$ cat config.mk
export PLATFORM = sky130hd
export DESIGN_NAME = buf_share_ctrl
export DESIGN_NICKNAME = d
export VERILOG_FILES = /design/src/rtl/buf_share_pkg.sv /design/src/rtl/buf_share_ctrl_rr_arb2.sv /design/src/rtl/buf_share_ctrl.sv
export SDC_FILE = /design/constraint.sdc
export NUM_CORES = 1
export LEC_CHECK = 0
export CAP_MARGIN = 20
export CORE_ASPECT_RATIO = 0.6
export CORE_UTILIZATION = 55
export DETAILED_ROUTE_END_ITERATION = 8
export HOLD_SLACK_MARGIN = 0.05
export PLACE_DENSITY = 0.77
export SLEW_MARGIN = 10
export SYNTH_ARGS = -nofsm -noshare
export SYNTH_HDL_FRONTEND = slang
export SYNTH_SLANG_ARGS = --single-unit
$ cat constraint.sdc
create_clock -name clk -period 6.9 [get_ports clk]
set_input_delay 1.725 -clock clk [delete_from_list [all_inputs] [get_ports clk]]
set_output_delay 1.725 -clock clk [all_outputs]
set_load 0.01 [all_outputs]
$ cat src/rtl/buf_share_pkg.sv
// buf_share_pkg: shared constants and requester index type for the shared buffer controller
package buf_share_pkg;
    localparam int WIDTH = 32;
    localparam int DEPTH = 16;
    localparam int AW    = $clog2(DEPTH);
    localparam int NREQ  = 2;
    typedef enum logic {REQ0 = 1'b0, REQ1 = 1'b1} req_idx_t;
endpackage

$ cat src/rtl/buf_share_ctrl_rr_arb2.sv
// rr_arb2: two-requester round-robin arbiter with one-hot grant
module rr_arb2
    import buf_share_pkg::*;
(
    input  logic            clk,
    input  logic            rst,
    input  logic            flush,
    input  logic [NREQ-1:0] req,
    input  logic            enable,
    input  logic            advance,
    output logic [NREQ-1:0] gnt
);
    req_idx_t pri_q, pri_d;
    always_comb begin
        gnt   = !enable ? 2'b00 : (&req) ? (pri_q == REQ1 ? 2'b10 : 2'b01) : req;
        pri_d = advance ? (gnt[0] ? REQ1 : REQ0) : pri_q;
    end
    always_ff @(posedge clk) begin
        if (rst || flush) pri_q <= REQ0;
        else pri_q <= pri_d;
    end
endmodule

$ cat src/rtl/buf_share_ctrl.sv
// buf_share_ctrl: 16x32 circular buffer shared by two producers and two consumers
module buf_share_ctrl
    import buf_share_pkg::*;
(
    input  logic             clk,
    input  logic             rst,
    input  logic             flush,
    input  logic [NREQ-1:0]  wr_req,
    input  logic [WIDTH-1:0] wr_data0,
    input  logic [WIDTH-1:0] wr_data1,
    output logic [NREQ-1:0]  wr_gnt,
    input  logic [NREQ-1:0]  rd_req,
    output logic [NREQ-1:0]  rd_gnt,
    output logic [WIDTH-1:0] rd_data,
    output logic             full,
    output logic             empty,
    output logic [AW:0]      count
);
    logic [WIDTH-1:0] ram [DEPTH];
    logic [AW-1:0]    wp_q, wp_d, rp_q, rp_d;
    logic [AW:0]      count_q, count_d;
    logic             clr, do_wr, do_rd;
    assign clr   = rst | flush;
    assign full  = count_q == (AW+1)'(DEPTH);
    assign empty = count_q == '0;
    assign count = count_q;
    rr_arb2 u_wr_arb (
        .clk(clk), .rst(rst), .flush(flush), .req(wr_req),
        .enable(!full && !clr), .advance(do_wr), .gnt(wr_gnt)
    );
    rr_arb2 u_rd_arb (
        .clk(clk), .rst(rst), .flush(flush), .req(rd_req),
        .enable(!empty && !clr), .advance(do_rd), .gnt(rd_gnt)
    );
    // pointers wrap naturally because DEPTH is a power of two
    always_comb begin
        do_wr   = |(wr_req & wr_gnt);
        do_rd   = |(rd_req & rd_gnt);
        wp_d    = clr ? '0 : wp_q + AW'(do_wr);
        rp_d    = clr ? '0 : rp_q + AW'(do_rd);
        count_d = clr ? '0 : count_q + (AW+1)'(do_wr) - (AW+1)'(do_rd);
        rd_data = |rd_gnt ? ram[rp_q] : '0;
    end
    always_ff @(posedge clk) begin
        wp_q    <= wp_d;
        rp_q    <= rp_d;
        count_q <= count_d;
    end
    always_ff @(posedge clk) begin
        if (do_wr) ram[wp_q] <= wr_gnt[1] ? wr_data1 : wr_data0;
    end
endmodule

# == After elaboration in Yosys (flattened, before gate mapping) ==
# Memories as Yosys holds them, arrays and structs flattened. A register that Yosys moved wholly into a read port is not among the register bits.
# Index checks and enable logic that the tools add are counted.
# classes
add_sub_neg,4
eq_ne,1
muxes,13
bitwise,3
reduce_logical,12
# op_table
op,count
$mux 32,2
$mux 2,6
$add 4x1->4,2
$reduce_or 2->1,3
$add 5x1->5,1
$eq 5x5->1 const B,1
$logic_not 5->1,1
$sub 5x1->5,1
$and 2x2->2,2
$mux 1,4
$mux 4,1
$reduce_and 2->1,2
$logic_not 1->1,3
$logic_and 1x1->1,2
$logic_or 1x1->1,1
$or 1x1->1,1
# totals
reg_bits,15
mem_bits_rw,512
inputBits,71
output_inout_bits,43
wordCells,39
mem_count,1
# memory_table
name,depth,width,read_ports,rd_clocked_by_memory_dff,write_ports,line,rtl
ram,16,32,1,1,1,buf_share_ctrl.sv:19,logic [WIDTH-1:0] ram [DEPTH];

# == Longest topological paths before layout ==
# depth
word_depth,8
ltp_mapped,12

# == Modules after synthesis ==
# From an unflattened synthesis, not the netlist that was laid out.
# unflattened
hier_cells,1208
area_unflattened_um2,21217.8
# modules_own_cells
mod,instances,cells_per_inst,area_each_um2,seq_area_each_um2
buf_share_ctrl,1,1188,21062.7,15635.0
rr_arb2,2,10,77.6,20.0

# == Worst setup path before layout ==
# No wires, ideal clock.
# synth_path
kind,input-to-reg
startpoint,input flush
endpoint,"memory ram[1][0], enable pin"
setup_time_ps,501
arrival_ps,5417
t_required_ps,6399
setup_slack_ps,982
cell_stages,4
cell_sequence,or2_4 -> nor2_4 -> o21ai_2 -> nor4_1
# synth_via
elab_chain_len,8
# synth_lines
item,line,rtl
from (decl),buf_share_ctrl.sv:7,"input logic flush,"
$or 1x1->1,buf_share_ctrl.sv:23,assign clr = rst | flush;
$logic_not 1->1,buf_share_ctrl.sv:29,".enable(!full && !clr), .advance(do_wr), .gnt(wr_gnt)"
$logic_and 1x1->1,buf_share_ctrl.sv:29,
$mux 2,buf_share_ctrl_rr_arb2.sv:15,gnt = !enable ? 2'b00 : (&req) ? (pri_q == REQ1 ? 2'b10 : 2'b01) : req;
$and 2x2->2,buf_share_ctrl.sv:37,do_wr = |(wr_req & wr_gnt);
$reduce_or 2->1,buf_share_ctrl.sv:37,
$mux 1 (2 in series),buf_share_ctrl.sv:50,if (do_wr) ram[wp_q] <= wr_gnt[1] ? wr_data1 : wr_data0;
to (decl),buf_share_ctrl.sv:19,
# Every way passes these cells.

# == Final worst setup path ==
# layout_path
startpoint,input flush
endpoint,output rd_data[29]
# layout_via
elab_chain_len,6
# layout_lines
item,line,rtl
$or 1x1->1,buf_share_ctrl.sv:23,
$logic_not 1->1,buf_share_ctrl.sv:33,".enable(!empty && !clr), .advance(do_rd), .gnt(rd_gnt)"
$logic_and 1x1->1,buf_share_ctrl.sv:33,
$mux 2,buf_share_ctrl_rr_arb2.sv:15,
$reduce_or 2->1,buf_share_ctrl.sv:42,rd_data = |rd_gnt ? ram[rp_q] : '0;
$mux 32,buf_share_ctrl.sv:42,
to (decl),buf_share_ctrl.sv:14,"output logic [WIDTH-1:0] rd_data,"
# Every way passes these cells.

==> results.cfg <==
[logic_synthesis]
synthCells = 965
synth_top_area_frac = 0.7411
synth_flop_cell = edfxtp_1
synth.distinct_cells = 47
syn_nets = 1046
yosys_register_bits = 527
synth_area_mm2 = 0.02074
ys_async_sr_fraction = 0
yosysWarnings = 0
ys_seq_area_frac = 0.7556
synthTopCellsByArea = edfxtp_1, mux4_2, mux2i_1
syn-mean-instance-area_um2 = 21.50
synth_most_common_cell = edfxtp_1
synth_edf_count = 512
synth_top_area_cell = edfxtp_1
yosys-top-cells-count = edfxtp_1, mux4_2, nand2_1

[worst_setup_path]
cp.required_ns = 5.18
worst_path_max_delay_cell = clkdlybuf4s50_1
crit_fanout = 18
cpMostUsedCell = clkdlybuf4s50_1
critPathKind = input port to primary output
arrival_ns = 4.10
reg2regPathDepth = 8
worstReg2RegEnd = ram[15][0]$_DFFE_PP_
reg2reg_from = count[2]$_SDFF_PP0_
reg2reg_slack_ns = 3.71
crit_chain = clkdlybuf4s50_1 > or2_4 > nor4b_4 > buf_4 > a22oi_1 > o21ai_1 > clkdlybuf4s50_1
cp_slowest_stage_delay_ns = 0.57
cp-start-kind = input port
end_kind = primary output

[power_and_ir_drop]
cellPowerDensity_mw_per_mm2 = 265.7
p_clk_frac = 0.412
p_switching_mw = 1.268
leakagePower_nw = 7.317
pwr-share-seq = 0.552
ir_drop_mv = 0.1988
combPwrFrac = 0.036
p_sw_frac = 0.1973
p_int_mw = 5.160

[final_layout]
area_growth_pct = 16.63
num_antenna_cells = 0
nets = 1197
finish.utilization = 0.6583
seqCellArea_mm2 = 0.01568
multiInputGateArea_mm2 = 0.004823
fillers = 2370
drive_gt1_frac = 0.2507

[sta]
tightest_slew_ns = 1.079
setup_tns_ns = 0
hold_violations = 0
rsz0062_at_grt = false
skew_ns = 0.02252
period_needed_ns = 5.829
clock.fmax_ghz = 0.1716
finalCritPeriodShare = 0.8448
worst_slack_ns = 1.071
setup_violations = 0
hold_slack_ns = 0.5110
slew_headroom = 0.2749
maxSlewViolCount = 0

[die]
die_x_um = 252.7
die_h_um = 152.4
start_util = 0.5644
die_area_mm2 = 0.03852
ioPinCount = 114
fp-row-count = 54
core_mm2 = 0.03676

[clock_network]
worstSkewPairLatency_ns = 0.56
cts.sink_count = 527
cts_resized = 0
cts_tree = built
postCtsSetupBuffers = 0
ctsHoldBuffers = 0
clockBufferDepth = 3
path_clk_slew_ns = 0.07
clockRootBuffer = clkbuf_16
cts_buffers = 46
htreeDepth = 2

[drt]
first_iter_violations = 794
wl_per_cell_um = 26.90
drt-total-wl_um = 44470
dr_wl_met2_um = 21100
first_pass_iters = 6
drt-met1-wl_um = 19420
routed.top_layer = met4
wl_met3_um = 3146
drcViolationCount = 0
postRouteAntennaNets = 0
vias = 10120
post_drt_via_cell_ratio = 6.122

[placed_design]
post-dp-hpwl_um = 24880
io_buffers = 113
pre_cts_slack_ns = 1.086
place.gp.congestion = 0.7682

[global_routing]
grt-ovfl-total = 0
grt_pass1_vias = 10353
grt_pass1_wl_um = 66850
antenna_found_initial = 0
grt_max_degree = 56
grtUsageTotal = 0.2390

[hold_path]
min_path_cells = 2
holdPathEnd = u_rd_arb.pri_q$_SDFFE_PP0P_
hold_class = flip-flop to flip-flop
worstHoldStart = u_rd_arb.pri_q$_SDFFE_PP0P_

[run]
cap_violations = 0

[run_status]
status = finished, final reports clean
[critical path: cells and delay by family]
kind / cells / cell delay (ns)
AO/OA/AOI/OAI: 2 / 0.34
buffers and inverters: 3 / 1.36
AND/OR/NAND/NOR: 2 / 0.67
[metrics by stage]
stage	std cells	power (mW)	cell area (um2)
2_1_floorplan	965	3.744	20740
3_3_place_gp	1569	3.845	22640
3_5_place_dp	1571	3.854	22660
4_1_cts	1652	6.450	24190
5_1_grt	1653	6.583	24200
6_report	1653	6.428	24200
[metal layers]
metal | vias to the layer above | track usage
li1 | 4291 | -
met1 | 5345 | 0.3664
met2 | 416 | 0.3653
met3 | 68 | 0.04083
met4 | 0 | 0.05339
met5 | - | 0
[worst max-delay path by stage]
stage                                     end  start  slack (ns)  cells past startpoint
final                             rd_data[29]  flush        1.07                      7
after CTS                         rd_data[17]  flush        1.07                      7
after floorplan           ram[1][0]$_DFFE_PP_  flush        0.98                      4
after global placement            rd_data[27]  flush        1.12                      7
after detailed placement          rd_data[17]  flush        1.09                      7
after global routing              rd_data[17]  flush        0.97                      7
[cells by family after synthesis]
logic type / count (synthesis) / share of synthesized area
DFF: 527 / 0.7556
muxes: 193 / 0.1710
and+or+nand+nor: 126 / 0.03191
buffers and inverters: 57 / 0.01622
AOI/OAI and AO/OA: 44 / 0.01544
adders and majority gates: 10 / 0.006393
xor gates and xnor gates: 8 / 0.003378
[power groups by stage]
stage / clock network, mW / registers (mW) / logic, mW
after detailed placement: 0 / 3.62 / 0.235
final: 2.65 / 3.55 / 0.233
after global routing: 2.78 / 3.55 / 0.254
after global placement: 0 / 3.62 / 0.227
after floorplan: 0 / 3.62 / 0.128
after CTS: 2.66 / 3.55 / 0.237
[placed cells by master, fill, tap and decap left out, types with 5 or more instances in the layout]
cell type	n
mux4_2	126
ha_1	9
nand2b_1	7
nand3_1	5
mux2_2	25
clkinvlp_4	5
edfxtp_1	512
mux2i_1	35
nor2_1	11
and2_1	6
clkbuf_1	7
nand2_1	66
o211ai_1	31
bufinv_16	6
buf_4	35
xnor2_1	5
clkbuf_16	47
inv_1	6
nor4_2	6
dfxtp_1	12
nor3_2	9
buf_12	5
clkinv_1	7
clkdlybuf4s50_1	113
mux2_1	7
[layout make-up]
class                           instances  area share
Sequential cell                       527      0.6482
Multi-Input combinational cell        381      0.1993
Timing Repair Buffer                  154     0.06221
Clock buffer                           58     0.05197
Tap cell                              504     0.02606
Clock inverter                         23     0.01127
Inverter                                6   0.0009308
[state kept, by name, summed over array words and instances (netlist names)]
register	flops
ram	512
count	5
rp_q	4
wp_q	4
u_rd_arb.pri_q	1
u_wr_arb.pri_q	1
No activity file was read; power rests on OpenSTA's default activity.
